===== src/rtl/ifetch_if.sv =====
// Fetch-unit bundle: instruction-memory request/response channel, redirect
// input and decode-side instruction handshake.
// master = fetch unit (drives imem_req/addr and the if_* outputs),
// slave = surrounding core and memory. if_misalign exists only when
// CORE_FETCH_MISALIGN_EN is defined.
interface ifetch_if;
  logic        imem_req;
  logic [31:0] imem_addr;
  logic        imem_gnt;
  logic        imem_rvalid;
  logic [31:0] imem_rdata;
  logic        redirect;
  logic [31:0] redirect_pc;
  logic        if_valid;
  logic [31:0] if_instr;
  logic [31:0] if_pc;
  logic        if_ready;
`ifdef CORE_FETCH_MISALIGN_EN
  logic        if_misalign;
`endif

  modport master (
    output imem_req, imem_addr,
    input  imem_gnt, imem_rvalid, imem_rdata,
    input  redirect, redirect_pc,
    output if_valid, if_instr, if_pc,
`ifdef CORE_FETCH_MISALIGN_EN
    output if_misalign,
`endif
    input  if_ready
  );

  modport slave (
    input  imem_req, imem_addr,
    output imem_gnt, imem_rvalid, imem_rdata,
    output redirect, redirect_pc,
    input  if_valid, if_instr, if_pc,
`ifdef CORE_FETCH_MISALIGN_EN
    input  if_misalign,
`endif
    output if_ready
  );
endinterface


===== src/rtl/ifetch.sv =====
// Instruction fetch unit: issues sequential word fetches, buffers up to two
// {pc, instr} pairs in order and hands them to decode; redirects flush the
// buffer and drop the stale responses still in flight.
// Ports: clk, rst (async, active-high), bus (ifetch_if.master: imem_* memory
// channel, redirect/redirect_pc, if_* decode handshake).
// Optional feature macro: CORE_FETCH_MISALIGN_EN (misaligned redirect halts
// fetch and raises if_misalign until the next redirect).
module ifetch #(
  parameter logic [31:0] RESET_PC = 32'h0000_0000
) (
  input  logic     clk,
  input  logic     rst,
  ifetch_if.master bus
);

  typedef enum logic {BOOT = 1'b0, RUN = 1'b1} state_t;

  state_t      state_q, state_d;
  logic [31:0] fetch_pc;
  logic [31:0] resp_pc;        // PC of the next response that will be kept
  logic [31:0] buf_pc    [2];
  logic [31:0] buf_instr [2];
  logic        head, tail;
  logic [1:0]  count;          // buffer occupancy
  logic [1:0]  outstanding;    // granted requests without a response yet
  logic [1:0]  discard;        // stale responses still to be dropped
  logic        halted;
  logic        req, grant, rsp, push, pop;
  logic [31:0] redirect_pc_al;

  assign redirect_pc_al = {bus.redirect_pc[31:2], 2'b00};

`ifdef CORE_FETCH_MISALIGN_EN
  logic misalign;

  always_ff @(posedge clk or posedge rst) begin
    if (rst) begin
      misalign <= 1'b0;
    end else if (bus.redirect) begin
      misalign <= |bus.redirect_pc[1:0];
    end
  end

  assign halted          = misalign;
  assign bus.if_misalign = misalign;
`else
  logic unused_redirect_lsbs;
  assign unused_redirect_lsbs = ^bus.redirect_pc[1:0];
  assign halted = 1'b0;
`endif

  always_ff @(posedge clk or posedge rst) begin
    if (rst) state_q <= BOOT;
    else     state_q <= state_d;
  end

  // Requests are only issued while the in-flight plus buffered total is
  // below two, so a response can never find the buffer full. With a
  // 1-cycle memory this caps throughput at two instructions per three
  // cycles.
  always_comb begin
    state_d = state_q;
    req     = 1'b0;
    case (state_q)
      BOOT: state_d = RUN;
      RUN:  req = !bus.redirect && !halted &&
                  (({1'b0, outstanding} + {1'b0, count}) < 3'd2);
    endcase
  end

  assign grant = req && bus.imem_gnt;
  assign rsp   = bus.imem_rvalid;
  // A response arriving in the redirect cycle belongs to the old stream.
  assign push  = rsp && (discard == 2'd0) && !bus.redirect;
  assign pop   = bus.if_valid && bus.if_ready;

  always_ff @(posedge clk or posedge rst) begin
    if (rst) begin
      fetch_pc    <= RESET_PC;
      resp_pc     <= RESET_PC;
      head        <= 1'b0;
      tail        <= 1'b0;
      count       <= 2'd0;
      outstanding <= 2'd0;
      discard     <= 2'd0;
      for (int i = 0; i < 2; i++) begin
        buf_pc[i]    <= 32'h0;
        buf_instr[i] <= 32'h0;
      end
    end else if (bus.redirect) begin
      // No grant is possible this cycle (req is low), so everything still
      // outstanding after this cycle's response is stale.
      fetch_pc    <= redirect_pc_al;
      resp_pc     <= redirect_pc_al;
      head        <= 1'b0;
      tail        <= 1'b0;
      count       <= 2'd0;
      outstanding <= outstanding - 2'(rsp);
      discard     <= outstanding - 2'(rsp);
    end else begin
      if (grant) begin
        fetch_pc <= fetch_pc + 32'd4;
      end
      outstanding <= outstanding + 2'(grant) - 2'(rsp);
      if (rsp && (discard != 2'd0)) begin
        discard <= discard - 2'd1;
      end
      if (push) begin
        buf_pc[tail]    <= resp_pc;
        buf_instr[tail] <= bus.imem_rdata;
        tail            <= ~tail;
        resp_pc         <= resp_pc + 32'd4;
      end
      if (pop) begin
        head <= ~head;
      end
      count <= count + 2'(push) - 2'(pop);
    end
  end

  assign bus.imem_req  = req;
  assign bus.imem_addr = fetch_pc;
  assign bus.if_valid  = (count != 2'd0) && !halted;
  assign bus.if_instr  = buf_instr[head];
  assign bus.if_pc     = buf_pc[head];

endmodule

===== src/flat_wrapper.sv =====
// flat-port wrapper written by rule: the top's interface ports become plain ports
module ifetch_flat 
#(
  parameter logic [31:0] RESET_PC = 32'h0000_0000
)
  (clk, rst, bus_imem_req, bus_imem_addr, bus_imem_gnt, bus_imem_rvalid, bus_imem_rdata, bus_redirect, bus_redirect_pc, bus_if_valid, bus_if_instr, bus_if_pc, bus_if_ready);
  ifetch_if bus_i ();
  input  logic clk;
  input  logic rst;
  output wire logic [$bits(bus_i.imem_req)-1:0] bus_imem_req;
  output wire logic [$bits(bus_i.imem_addr)-1:0] bus_imem_addr;
  input wire logic [$bits(bus_i.imem_gnt)-1:0] bus_imem_gnt;
  input wire logic [$bits(bus_i.imem_rvalid)-1:0] bus_imem_rvalid;
  input wire logic [$bits(bus_i.imem_rdata)-1:0] bus_imem_rdata;
  input wire logic [$bits(bus_i.redirect)-1:0] bus_redirect;
  input wire logic [$bits(bus_i.redirect_pc)-1:0] bus_redirect_pc;
  output wire logic [$bits(bus_i.if_valid)-1:0] bus_if_valid;
  output wire logic [$bits(bus_i.if_instr)-1:0] bus_if_instr;
  output wire logic [$bits(bus_i.if_pc)-1:0] bus_if_pc;
  input wire logic [$bits(bus_i.if_ready)-1:0] bus_if_ready;
  assign bus_imem_req = bus_i.imem_req;
  assign bus_imem_addr = bus_i.imem_addr;
  assign bus_i.imem_gnt = bus_imem_gnt;
  assign bus_i.imem_rvalid = bus_imem_rvalid;
  assign bus_i.imem_rdata = bus_imem_rdata;
  assign bus_i.redirect = bus_redirect;
  assign bus_i.redirect_pc = bus_redirect_pc;
  assign bus_if_valid = bus_i.if_valid;
  assign bus_if_instr = bus_i.if_instr;
  assign bus_if_pc = bus_i.if_pc;
  assign bus_i.if_ready = bus_if_ready;
  ifetch #(.RESET_PC(RESET_PC)) u_core (.clk(clk), .rst(rst), .bus(bus_i));
endmodule

===== config.mk =====
export PLATFORM = sky130hd
export DESIGN_NAME = ifetch_flat
export DESIGN_NICKNAME = d
export VERILOG_FILES = /design/src/rtl/ifetch_if.sv /design/src/rtl/ifetch.sv /design/src/flat_wrapper.sv
export SDC_FILE = /design/constraint.sdc
export NUM_CORES = 1
export LEC_CHECK = 0
export CAP_MARGIN = 20
export CELL_PAD_IN_SITES_DETAIL_PLACEMENT = 0
export CELL_PAD_IN_SITES_GLOBAL_PLACEMENT = 1
export CORE_MARGIN = 10
export CORE_UTILIZATION = 38
export DETAILED_ROUTE_END_ITERATION = 8
export PLACE_DENSITY_LB_ADDON = 0.2
export SLEW_MARGIN = 10
export SYNTH_ARGS = -nofsm -noshare
export SYNTH_HDL_FRONTEND = slang
export SYNTH_SLANG_ARGS = --single-unit

===== constraint.sdc =====
create_clock -name clk -period 5.55 [get_ports clk]
set_input_delay 0.555 -clock clk [delete_from_list [all_inputs] [get_ports clk]]
set_output_delay 0.555 -clock clk [all_outputs]
set_load 0.05 [all_outputs]

==> results_dict.tcl, run 1 <==
set metrics [dict create \
    rsz0062_at_grt "false" \
    routed_via_density 5.07 \
    htreeDepth 4 \
    numCtsBuffers 17 \
    crit_buf_inv 2 \
    nets 973 \
    fin_crit_sh_pct 64.8 \
    setup_violations 0 \
    yosysSeqAreaShare_pct 53.0 \
    clkSlewWorstSetupHoldPaths_ns 0.07 \
    cp_slowest_cell "dfrtp_2" \
    die_h_um 175 \
    drive_gt1_share_pct 26.3 \
    grt_antenna_before_repair 0 \
    path_cells "buf_4 > mux2_2 > clkdlybuf4s50_1" \
    num_antenna_cells 0 \
    maxCapViolCount 0 \
    skew_ns 0.0181 \
    ys_async_sr_fraction_pct 100 \
    status "complete, no violations" \
    worst_pin_slew_ns 1.17 \
    area_delta_synth_final_pct 27.0 \
    yosys-top-cells-area "dfrtp_1, mux2_2, nand2_1, xor2_1, o21ai_0" \
    drc 0 \
    synth_top_area_share_pct 53.0 \
    power_mw 6.23 \
    clock-sinks 193 \
    final_max_slew_viol_count 0 \
    cp_max_fo 38 \
    dpl-instance-area_mm2 0.0110 \
    pin_count 168 \
    synth_edf_count 0 \
    critPathKind "register to output port" \
    synth_area_leader_cell "dfrtp_1" \
    postCtsSetupRepairBufs 0 \
    grtUsageTotal_pct 14.8 \
    synth_area_mm2 0.00911 \
    timing.final.hold_violations 0 \
    rows 56 \
    critPathRequiredTime_ns 4.99 \
    synth_cell_types 45 \
    ys_ff_latch 193 \
    die_x_um 175 \
    num-fill-cells 2190 \
    power_density_mw_per_mm2 538 \
    cts_buffer_depth 2 \
    min_path_type "register to register" \
    first_iter_violations 372 \
    critPathCaptureType "output port" \
    cts_root_buf "clkbuf_16" \
    start_util_pct 38.7 \
    slowest_delay_ns 0.82 \
    irDropWorstVdd_v 0.000237 \
    avgRoutedWirePerCell_um 18.6 \
    worstPathArrival_ns 3.04 \
    grt_pass1_wl_mm 36.3 \
    avgSynthCellArea_um2 12.2 \
    final_util_pct 49.2 \
    min_period_ns 3.60 \
    route.vias.total 6218 \
    grt_max_degree 194 \
    hpwlAfterDp_mm 15.4 \
    portBuffers 161 \
    grt_pass1_vias 6374 \
    tns_ns 0 \
    slew_headroom_pct 21.9 \
    gp_congestion 0.789 \
    synth_warnings 0 \
    post_cts_resized 0 \
    crit_family "buffers and inverters" \
    finalInstanceArea_mm2 0.0116 \
    ys.flop_type "dfrtp_1" \
    tritoncts "built" \
    die-area_mm2 0.0306 \
    dr.pass1.iters 4 \
    clock_latency_ns 0.44 \
    holdBufCountCts 0 \
    core_mm2 0.0235 \
    overflow 0 \
    wirelength_mm 22.9 \
    max_freq_mhz 278 \
    p_leak_nw 4.86 \
    cp-start-kind "register" \
    synth_cells 747 \
    antenna_left 0 \
]
## per-stage QoR
stage               std cells  worst slack [ns]  hold WS [ns]
global placement         1195              2.14         0.459
finish                   1227              1.95         0.483
CTS                      1227              1.88         0.491
global route             1227              1.78         0.512
detailed placement       1195              2.17         0.474
floorplan                 750              2.50         0.444
## layer usage
layer / global-route usage [%] / part of all wire (%) / routed length [um]
met4: 3.57 / 0.84 / 193
met5: 0 / 0 / 0
met3: 4.98 / 6.1 / 1410
met2: 21.3 / 43 / 9830
met1: 20.9 / 50 / 11400
## layout by cell type, fill, tap and decap left out, drive strengths merged, types with 3 or more instances in the layout
master / n
o211ai: 17
dfrtp: 193
nor3: 5
clkinv: 8
nor2: 22
a31oi: 5
ha: 7
inv: 17
clkinvlp: 4
nand4: 25
clkbuf: 18
xor2: 24
xnor2: 18
nor4: 7
a21oi: 10
nand2: 65
nor2b: 3
nand3: 26
o21ai: 39
o311ai: 10
conb: 5
clkdlybuf4s50: 160
and3: 10
mux2: 187
buf: 6
## worst reg2reg max path, stage by stage, from the launching register on
cell and delay [ns]:
dfrtp_1 0.38, inv_1 0.11, nor2_1 0.07, fa_1 0.59
nor4b_4 0.08, nand2_1 0.50, inv_1 0.41, nor2_1 0.75
o21ai_0 0.20, o311ai_0 0.15
## report_power, final
part / internal, mW / total, mW / switching, mW
Clock: 0.601 / 1.18 / 0.577
Sequential: 1.85 / 2.13 / 0.282
Combinational: 1.20 / 2.92 / 1.72
Total: 3.64 / 6.23 / 2.58
## synthesized netlist by cell type, types with 2 or more instances
| master | instances |
|---|---|
| inv_1 | 14 |
| xnor2_1 | 18 |
| nand3_2 | 2 |
| clkbuf_1 | 20 |
| o311ai_0 | 10 |
| ha_1 | 7 |
| dfrtp_1 | 193 |
| mux2_2 | 187 |
| nand3_1 | 24 |
| a21oi_1 | 10 |
| nor4_1 | 5 |
| xor2_1 | 24 |
| a41oi_1 | 2 |
| a31oi_1 | 5 |
| nand2_1 | 64 |
| or4_1 | 2 |
| and3_1 | 10 |
| buf_2 | 12 |
| buf_4 | 4 |
| nor2b_1 | 3 |
| conb_1 | 2 |
| nor2_1 | 22 |
| nand4_1 | 25 |
| nor3_1 | 4 |
| o21ai_0 | 39 |
| o211ai_1 | 17 |
| buf_1 | 3 |
| or4b_1 | 2 |
## registers in the layout (all words and copies together) (netlist names)
signal	cells
u_core.discard	2
u_core.buf_instr	64
u_core.tail	1
u_core.head	1
u_core.state_q	1
u_core.outstanding	2
u_core.resp_pc	30
u_core.bus.imem_addr	30
u_core.count	2
u_core.buf_pc	60
## cell families after synthesis
logic type      after synthesis  synth area share, %
xor+xnor                     42                 4.04
fa+ha+maj                     8                 1.18
flops                       193                 53.0
other cells                   2               0.0824
buf+inv                      55                 2.61
simple gates                174                 10.1
mux                         188                 23.2
compound gates               85                 5.77
## worst paths after layout
| path | from | to | slack (ns) | depth (start not counted) |
|---|---|---|---|---|
| max in group asynchronous | rst | u_core.head$_DFFE_PP0P_ | 3.82 | 3 |
| setup reg to reg | u_core.count[0]$_DFF_PP0_ | u_core.bus.imem_addr[20]$_DFFE_PP0P_ | 2.18 | 9 |
| hold / removal | u_core.buf_pc[5]$_DFFE_PP0P_ | u_core.buf_pc[5]$_DFFE_PP0P_ | 0.48 | 2 |
| hold reg to reg | u_core.buf_pc[5]$_DFFE_PP0P_ | u_core.buf_pc[5]$_DFFE_PP0P_ | 0.48 | 2 |
| min in group asynchronous | rst | u_core.buf_instr[28]$_DFFE_PP0P_ | 0.70 | 3 |
| setup / recovery | u_core.head$_DFFE_PP0P_ | bus_if_pc[14] | 1.95 | 3 |
## final cells by class
type                       count  area (um^2)  share of cell area, %
timing repair buffer         166         1660                   14.3
clock buffer                  18          439                   3.79
clock inverter                14          125                   1.08
tap                          319          399                   3.45
inverter                      15         60.1                  0.519
sequential                   193         4830                   41.7
multi-input combinational    502         4060                   35.1
Note: power is estimated with default switching activity, not from simulation.
==> inputs of run 2 (changes only) <==
- clock period: 5.55 -> 3.1 ns (I/O delays scaled with it)
==> run 2 against run 1 <==
Utilization up 0.87 points. Clock power up 81%. First-iteration DRC count down 8.9%. Via count up 1.4%. Global-route usage up 0.54 points. Setup slack worse by 1.6 ns. Wire length up 0.91%.
==> results_dict.tcl, run 2 (synthesis gave the netlist of run 1 again) <==
set metrics [dict create \
    irDropWorstVdd_v 0.000460 \
    seq_area_mm2 0.00483 \
    grt_max_degree 64 \
    cts_root_buf "clkbuf_16" \
    clkSlewWorstSetupHoldPaths_ns 0.07 \
    min_path_type "input pin to register" \
    worst_pin_slew_ns 0.643 \
    rsz0062_at_grt "false" \
    slowest_delay_ns 0.74 \
    nets 987 \
    rows 56 \
    numCtsBuffers 17 \
    tns_ns 0 \
    worstHoldStart "bus_redirect" \
    power_density_mw_per_mm2 954 \
    largest_register_ffs 64 \
    final_max_slew_viol_count 0 \
    power_mw 11.2 \
    p_leak_nw 4.99 \
    grt_pass1_wl_mm 37.9 \
    route.met3.wl_mm 1.33 \
    avgRoutedWirePerCell_um 18.6 \
    cp_max_fo 26 \
    setup_violations 0 \
    pin_count 168 \
    portBuffers 161 \
    hold_end "u_core.resp_pc[6]$_DFFE_PP0N_" \
    top_layer "met4" \
    cts_buffer_depth 2 \
    wirelength_mm 23.1 \
    dp_cells 1209 \
    post-place-ws_ns 0.506 \
    holdBufCountCts 0 \
    wl_met2_mm 10.1 \
    maxCapViolCount 0 \
    die-area_mm2 0.0306 \
    largest-register "u_core.buf_instr" \
    met1_length_mm 11.4 \
    setup_slack_ns 0.328 \
    fin_crit_sh_pct 89.4 \
    core_mm2 0.0235 \
    max_freq_mhz 361 \
    route.vias.total 6305 \
    antenna_left 0 \
    skew_ns 0.0158 \
    routed_via_density 5.08 \
    grt_pass1_vias 6638 \
    reg2reg_slack_ns 0.51 \
    r2r_cells 10 \
    num-fill-cells 2115 \
    finalNonFillerCells 1241 \
    start_util_pct 38.7 \
    postCtsSetupRepairBufs 0 \
    cp_slowest_cell "clkdlybuf4s50_1" \
    critPathKind "register to output port" \
    multi_input_area_mm2 0.00406 \
    tritoncts "built" \
    crit_family "buffers and inverters" \
    overflow 0 \
    num_antenna_cells 0 \
    cp-start-kind "register" \
    top_regs "u_core.buf_instr: 64 flops, u_core.buf_pc: 60 flops" \
    die_x_um 175 \
    gp_congestion 0.807 \
    crit_buf_inv 2 \
    drive_gt1_share_pct 27.4 \
    path_cells "buf_12 > mux2_2 > clkdlybuf4s50_1" \
    layout_commonest_cell "dfrtp_1" \
    critPathCaptureType "output port" \
    timing.final.hold_violations 0 \
    min_period_ns 2.77 \
    drc 0 \
    area_delta_synth_final_pct 29.3 \
    worstReg2RegStart "u_core.count[0]$_DFF_PP0_" \
    slew_headroom_pct 56.8 \
    post_cts_resized 0 \
    htreeDepth 4 \
    dr.pass1.iters 6 \
    status "complete, no violations" \
    die_h_um 175 \
    r2r-end "u_core.bus.imem_addr[29]$_DFFE_PP0P_" \
    grtUsageTotal_pct 15.4 \
    hold_path_depth 2 \
    first_iter_violations 339 \
    clock-sinks 193 \
    hpwlAfterDp_mm 16.5 \
    worstPathArrival_ns 2.46 \
    layout_common_cells "dfrtp_1, mux2_2, clkdlybuf4s50_1" \
    clock_latency_ns 0.44 \
    grt_antenna_before_repair 0 \
    critPathRequiredTime_ns 2.79 \
]
-- run 2: changes by cell type in the layout (fill, tap and decap cells not counted), sizes merged --
| cell | previous run | this run |
|---|---|---|
| clkinvlp | 4 | 1 |
| clkinv | 8 | 9 |
| inv | 17 | 20 |
| dlymetal6s2s | 0 | 1 |
| buf | 6 | 20 |
| clkbuf | 18 | 17 |
| clkdlybuf4s50 | 160 | 159 |
-- run 2: per-stage QoR --
| step | hold WS [ns] | utilization, % | cell area, um^2 |
|---|---|---|---|
| 5_1_grt | 0.222 | 50.0 | 11800 |
| 3_5_place_dp | 0.468 | 47.6 | 11200 |
| 6_report | 0.221 | 50.0 | 11800 |
| 4_1_cts | 0.216 | 50.0 | 11800 |
| 2_1_floorplan | 0.433 | - | 9130 |
| 3_3_place_gp | 0.458 | 47.6 | 11200 |
-- run 2: per-layer routing --
metal	track usage [%]	vias up
li1	-	3008
met1	21.4	3143
met2	22.8	142
met3	4.33	12
met4	4.31	0
met5	0	-
-- run 2: layout make-up --
cell class / count / area share [%]
sequential: 193 / 41.0
clock inverter: 15 / 1.25
multi-input combinational: 502 / 34.5
clock buffer: 17 / 3.61
timing repair buffer: 180 / 15.7
inverter: 15 / 0.510
tap: 319 / 3.39
-- run 2: worst max path at each step --
stage	from	end	slack, ns	cells past startpoint
2_1_floorplan	rst	u_core.buf_instr[0]$_DFFE_PP0P_	0.30	1
3_3_place_gp	u_core.count[0]$_DFF_PP0_	u_core.bus.imem_addr[29]$_DFFE_PP0P_	0.51	10
3_5_place_dp	u_core.count[0]$_DFF_PP0_	u_core.bus.imem_addr[29]$_DFFE_PP0P_	0.51	10
4_1_cts	u_core.count[0]$_DFF_PP0_	bus_imem_req	0.05	5
5_1_grt	u_core.head$_DFFE_PP0P_	bus_if_pc[13]	0.21	3
6_report	u_core.head$_DFFE_PP0P_	bus_if_pc[10]	0.33	3
-- run 2: report_power, final --
group          leakage, nW  internal (mW)  switching [mW]
Sequential            2.42           3.31           0.489
Clock                0.285           1.07            1.06
Combinational         2.28           2.19            3.12
Total                 4.99           6.57            4.67
